### config.mk
export PLATFORM = sky130hd
export DESIGN_NAME = fetch_sequencer
export DESIGN_NICKNAME = d
export VERILOG_FILES = /design/src/rtl/fetch_sequencer.sv
export SDC_FILE = /design/constraint.sdc
export NUM_CORES = 1
export LEC_CHECK = 0
export ABC_CLOCK_PERIOD_IN_PS = 3100
export BUFFER_PORTS_ARGS = -buffer_cell sky130_fd_sc_hd__buf_2
export CORE_AREA = 2 2 80 82
export DETAILED_ROUTE_END_ITERATION = 10
export DIE_AREA = 0 0 82 84
export PLACE_DENSITY = 0.92
export SYNTH_ARGS = -nofsm -noshare
export SYNTH_HDL_FRONTEND = slang
export SYNTH_SLANG_ARGS = --single-unit
### constraint.sdc
create_clock -name clk -period 3.1 [get_ports clk]
set_input_delay 0.465 -clock clk [delete_from_list [all_inputs] [get_ports clk]]
set_output_delay 0.465 -clock clk [all_outputs]
set_load 0.01 [all_outputs]
### src/rtl/fetch_sequencer.sv
// fetch_sequencer: 6502 front end that loads PC from the reset vector, fetches opcode plus 0-2 operands, and issues to execute.
// Build option FETCH_SEQ_ILLEGAL_TRAP_EN: an unrecognised opcode halts the sequencer until reset instead of issuing as 1 byte.
module fetch_sequencer #(
    parameter int          ADDR_WIDTH   = 16,
    parameter logic [15:0] RESET_VECTOR = 16'hFFFC
) (
    input  logic                  clk,
    input  logic                  resetn,
    input  logic [7:0]            read_data,
    input  logic                  ready,
    output logic [ADDR_WIDTH-1:0] address,
    output logic                  rd_en,
    output logic [7:0]            opcode,
    output logic [7:0]            oper_lo,
    output logic [7:0]            oper_hi,
    output logic [1:0]            instr_len,
    output logic                  instr_valid,
    input  logic                  exec_done,
    input  logic                  pc_load,
    input  logic [ADDR_WIDTH-1:0] pc_load_value,
    output logic                  illegal,
    output logic [7:0]            debug_state,
    output logic [ADDR_WIDTH-1:0] debug_PC
);
    typedef enum logic [7:0] {
        RESET  = 8'h01,
        VEC_LO = 8'h02,
        VEC_HI = 8'h04,
        FETCH  = 8'h08,
        OPER1  = 8'h10,
        OPER2  = 8'h20,
        ISSUE  = 8'h40,
        HALT   = 8'h80
    } state_t;

    state_t                state, state_nx;
    logic [ADDR_WIDTH-1:0] pc, pc_nx;
    logic [7:0]            opcode_nx, oper_lo_nx, oper_hi_nx;
    logic [1:0]            len_nx, dec_len;
    logic                  illegal_nx;

    // Instruction length by opcode; 0 marks an unrecognised opcode.
    function automatic logic [1:0] decode_len(input logic [7:0] op);
        case (op)
            8'hEA, 8'hE8, 8'hCA, 8'hAA, 8'h60:        decode_len = 2'd1;
            8'hA9, 8'hA2, 8'hA5, 8'h85, 8'hD0, 8'hF0: decode_len = 2'd2;
            8'h4C, 8'h6C, 8'h20, 8'hAD, 8'h8D:        decode_len = 2'd3;
            default:                                  decode_len = 2'd0;
        endcase
    endfunction

    assign dec_len     = decode_len(read_data);
    assign debug_state = state;
    assign debug_PC    = pc;

    // State, PC and instruction registers; reset clears everything and abandons any read.
    always_ff @(posedge clk or negedge resetn) begin
        if (!resetn) begin
            state     <= RESET;
            pc        <= '0;
            opcode    <= 8'h00;
            oper_lo   <= 8'h00;
            oper_hi   <= 8'h00;
            instr_len <= 2'd0;
            illegal   <= 1'b0;
        end else begin
            state     <= state_nx;
            pc        <= pc_nx;
            opcode    <= opcode_nx;
            oper_lo   <= oper_lo_nx;
            oper_hi   <= oper_hi_nx;
            instr_len <= len_nx;
            illegal   <= illegal_nx;
        end
    end

    // Next state, register updates and memory/handshake outputs; nothing advances while ready is low.
    always_comb begin
        state_nx    = state;
        pc_nx       = pc;
        opcode_nx   = opcode;
        oper_lo_nx  = oper_lo;
        oper_hi_nx  = oper_hi;
        len_nx      = instr_len;
`ifdef FETCH_SEQ_ILLEGAL_TRAP_EN
        illegal_nx  = illegal;
`else
        illegal_nx  = 1'b0;
`endif
        rd_en       = 1'b0;
        address     = '0;
        instr_valid = 1'b0;
        case (state)
            RESET: state_nx = VEC_LO;
            VEC_LO: begin
                rd_en   = 1'b1;
                address = ADDR_WIDTH'(RESET_VECTOR);
                if (ready) begin
                    pc_nx    = ADDR_WIDTH'({pc[15:8], read_data});
                    state_nx = VEC_HI;
                end
            end
            VEC_HI: begin
                rd_en   = 1'b1;
                address = ADDR_WIDTH'(RESET_VECTOR + 16'd1);
                if (ready) begin
                    pc_nx    = ADDR_WIDTH'({read_data, pc[7:0]});
                    state_nx = FETCH;
                end
            end
            FETCH: begin
                rd_en   = 1'b1;
                address = pc;
                if (ready) begin
                    opcode_nx  = read_data;
                    pc_nx      = pc + ADDR_WIDTH'(1);
                    oper_lo_nx = 8'h00;
                    oper_hi_nx = 8'h00;
                    len_nx     = (dec_len == 2'd0) ? 2'd1 : dec_len;
                    illegal_nx = (dec_len == 2'd0);
`ifdef FETCH_SEQ_ILLEGAL_TRAP_EN
                    state_nx   = (dec_len == 2'd0) ? HALT : (dec_len == 2'd1) ? ISSUE : OPER1;
`else
                    state_nx   = (dec_len > 2'd1) ? OPER1 : ISSUE;
`endif
                end
            end
            OPER1: begin
                rd_en   = 1'b1;
                address = pc;
                if (ready) begin
                    oper_lo_nx = read_data;
                    pc_nx      = pc + ADDR_WIDTH'(1);
                    state_nx   = (instr_len == 2'd3) ? OPER2 : ISSUE;
                end
            end
            OPER2: begin
                rd_en   = 1'b1;
                address = pc;
                if (ready) begin
                    oper_hi_nx = read_data;
                    pc_nx      = pc + ADDR_WIDTH'(1);
                    state_nx   = ISSUE;
                end
            end
            ISSUE: begin
                instr_valid = 1'b1;
                if (exec_done) begin
                    pc_nx    = pc_load ? pc_load_value : pc;
                    state_nx = FETCH;
                end
            end
            default: state_nx = state;
        endcase
    end
endmodule

# == Word-level counts from Yosys, hierarchy flattened ==
# Cells that the tools add are included.
# Widths: inputs -> output; s select.
# totals
reg_bits,51
output_inout_bits,69
elab_cells,87
# op_classes
muxes,26
reduce_logical,17
n_eq_ne,32
bitwise_logic,2
order_cmp,1
n_addsub,1
# ops
cell,n
$eq 8x8->1 const B,12
$mux 8,9
$mux 16,4
$pmux 16 s4,1
$pmux 8 s7,1
$pmux 16 s3,1
$eq 8x7->1 const B,4
$pmux 8 s2,2
$add 16x1->16 const B,1
$eq 8x6->1 const B,2
$reduce_or 5->1,3
$mux 7,2
$ne 2x2->1 const B,7
$reduce_and 6->1,2
$eq 8x1->1 const B,1
$eq 8x2->1 const B,1
$eq 8x3->1 const B,1
$eq 8x4->1 const B,1
$eq 8x5->1 const B,1
$reduce_and 7->1,1
$reduce_bool 7->1,1
$pmux 2 s3,1
$reduce_and 3->1,2
$reduce_bool 3->1,2
other kinds (11),16

# == Longest topological paths before layout ==
# depth
ltp_word,7
depth_mapped,9
mapped_depth_nobuf,6

# == Worst setup path before layout ==
# OpenSTA, ideal clock, no wires.
# synth_path
path_kind,reg2out
from,"register state[5], in the netlist debug_state[5]"
to,output port address[3]
required_time_ns,2.635
path_slack_ns,0.753
stages_incl_launch_ff,7
path_buffers,2
arrival_time_ns,1.882
path_cell_list,dfrtp_1 or4_4 nor4b_4 buf_4 nor2_2 buf_2 o21ai_1
# synth_between
elab_chain_cells,3
# synth_rtl
element,line,text
"start, declared",36,"state_t state, state_nx;"
"start signal, assigned",67,state <= state_nx;
"$eq 8x6->1, or another cell as far along",93,case (state)
$reduce_or 3->1 (no line),n/a,
$pmux 16 s3 (*),93,
"end, declared",11,"output logic [ADDR_WIDTH-1:0] address,"
# Every way passes the cells marked *; elsewhere a longest branch is shown, timed or not.

# == Worst setup path after layout ==
# layout_path
from,"register state[4], in the netlist debug_state[4]"
to,output port address[8]
# The elaborated chain is that of the path after synthesis.

==> metrics <==
HP Class=in2async; # port buffers=96; area leader, netlist=dfrtp_1; area delta synth->final=15.0%; Hold Fails Final Rpt=0; Crit Path Category=reg2out; yosys warns=0; Synth Area in Adders=0.668%; MaxCap Viol Count=0; Die ar.=6890 µm²; mux contribution to synthesized area=4.90%; crit share post-route=91.4%; slowest stage delay, CP=0.72 ns; Post-Syn Nets=400; register area share after synthesis=37.2%; first-pass GRT wire length=15600 µm; Final HPWL DP=6880 µm; CTS H-tree lvls=2; drt drc=0; CP max FO=19; CP dominant cell by count=nand2_1; CTS Buffer Depth=2; Mapped Cells=370; post-synthesis register bit count=50; Synth Area in Compound Gates=24.1%; Crit path max-delay family=flip-flops; Iter 0 DRT Violations=402; post-route ant nets=0; R2R Setup Slk=0.55 ns; Total Routing Usage GR=29.0%; final WL=9640 µm; placed inst area=3750 µm²; max-slew violations=0; TritonRoute pass-1 iters=6; reg2reg start=debug_state[4]; R2R Path End=debug_state[6]; post-synthesis simple-gate area fraction=21.6%; via count=3407; post-synth top area share=36.4%; P_sw=289 µW; sequential share of power=53.0%; Min Hold Slack=0.213 ns; GRT Residual Overflow=0; Final Util=63.6%; slowest CP cell=dfrtp_1; worst slew pin tran=0.761 ns; pin count of the biggest net entering global routing=35; startpoint types=flop; clock sinks=50; count of cell types in the netlist=76; CP cell instances=xor2_1, o2111a_1, nand2_1, nand2_1, buf_2; layout cells sized above 1=30.3%; metal3 WL=735 µm; initial antenna violation count=0; post_cts resized=0; Clock Power Share=41.2%; ys async rst share=100%; Power per Cell Area=317 nW/µm²; top post-synthesis cells by area=dfrtp_1 36%, nand2_1 4.5%, o21ai_0 3.7%; Sw Share=23.5%; worst r2r path cells=5; Antenna Cells=0; number of flops mapped to enable cells by yosys=0; core area=6100 µm²; Hold Buf Count CTS=0; wire length per cell=18.4 µm; post-synthesis xor/xnor area fraction=2.60%; Max-slew headroom=49.3%; met2 WL=4740 µm; fin area=3870 µm²; kind of end point of the critical path=output pin; Total Power=1.23 mW; syn_area_per_cell=9.11 µm²; most common cell after layout, fill and taps aside=buf_2; endpoints failing setup=0; largest family of logic cells by synthesized area=compound AO/OA/AOI/OAI gates; RSZ-0062 raised after global routing=false; clock root buffer=clkbuf_8; wl on met1=3920 µm; Int Pwr=940 µW; clock skew=0.00865 ns; cts bufs inserted=5; P_leak=2.00 nW; Fin Setup TNS=0 ns; CTS tree=yes; layout net count=475; Main synth FF type=dfrtp_1; Post-CTS Setup Bufs=0; CP Data Arrival Time=2.37 ns; DR vias/cell=6.51; worst skew pair latency=0.32 ns; Horiz. Die Dim=82 µm; initial core utilization=55.3%; Comb power frac=5.8%; status=finished clean; top sig layer=met4; Final Critical Period=2.83 ns; DIE HEIGHT=84 µm; most frequent cells in the layout=96 x buf_2, 49 x dfrtp_1, 40 x nand2_1; worst vdd ir=356 µV; Mapped Area=3370 µm²; Worst Path Required=2.63 ns; Reg clk slew, reported paths=0.09 ns; Bufs and invs on worst path=1; achievable frequency=353 MHz; row cnt=29; # IOs=98; vias in the first global route=3136; gpl congestion=0.979
state kept, by name (all words and copies together), names as in the netlist:
name         cells
opcode           8
debug_state      7
illegal          1
oper_hi          8
instr_len        2
oper_lo          8
debug_PC        16
power by group through the flow:
stage	registers, mW	clock network, mW	logic, mW
3_5_place_dp	0.665	0	0.0707
5_1_grt	0.652	0.537	0.0787
4_1_cts	0.652	0.513	0.0712
2_1_floorplan	0.665	0	0.0274
3_3_place_gp	0.665	0	0.0683
6_report	0.652	0.506	0.0713
routing by layer:
layer	vias up	track usage [%]
met5	-	0
met4	0	10.6
met3	23	4.11
met2	193	46.9
met1	1669	39.3
li1	1522	-
stage by stage:
stage	std cells	setup WS, ns
after CTS	523	0.278
after global placement	515	0.673
after floorplan	370	0.753
after detailed placement	515	0.598
final	523	0.268
after global routing	523	0.0976
synth_stat cells, types with 4 or more instances:
library cell	n
a222oi_1	6
a31oi_1	6
mux2i_1	6
o21ai_0	25
xor2_1	5
xnor2_1	5
nand3_1	9
o21ai_1	11
inv_1	16
o41ai_1	6
buf_6	6
dfrtp_1	49
and3_1	4
mux2_2	7
nor2_1	21
buf_2	6
a21oi_1	9
nand4_1	6
a22o_1	13
clkbuf_1	15
nor2b_1	8
nor3_1	9
nand2_1	40
a22oi_1	6
cells by family after synthesis:
logic type      Yosys count
compound gates          113
simple gates            129
buf+inv                  50
other cells               1
flops                    50
mux                      15
fa+ha+maj                 2
xor+xnor                 10
worst max path at each step:
stage,slack [ns],to,depth (start not counted),from
6_report,0.27,address[8],5,debug_state[4]
3_5_place_dp,0.60,debug_state[6],5,debug_state[4]
5_1_grt,0.1,address[6],5,debug_state[4]
4_1_cts,0.28,address[8],5,debug_state[4]
3_3_place_gp,0.67,debug_state[6],6,debug_state[5]
2_1_floorplan,0.75,address[3],6,debug_state[5]
cell type report:
class | instances | area, µm²
well taps | 77 | 96.3
fillers | 510 | 2220
flip-flops and latches | 50 | 1250
clock buffers | 6 | 82.6
inverters | 16 | 60.1
multi-input cells | 270 | 1820
repair buffers | 102 | 526
clock inverters | 2 | 38.8
(Power assumes the default switching activity.)
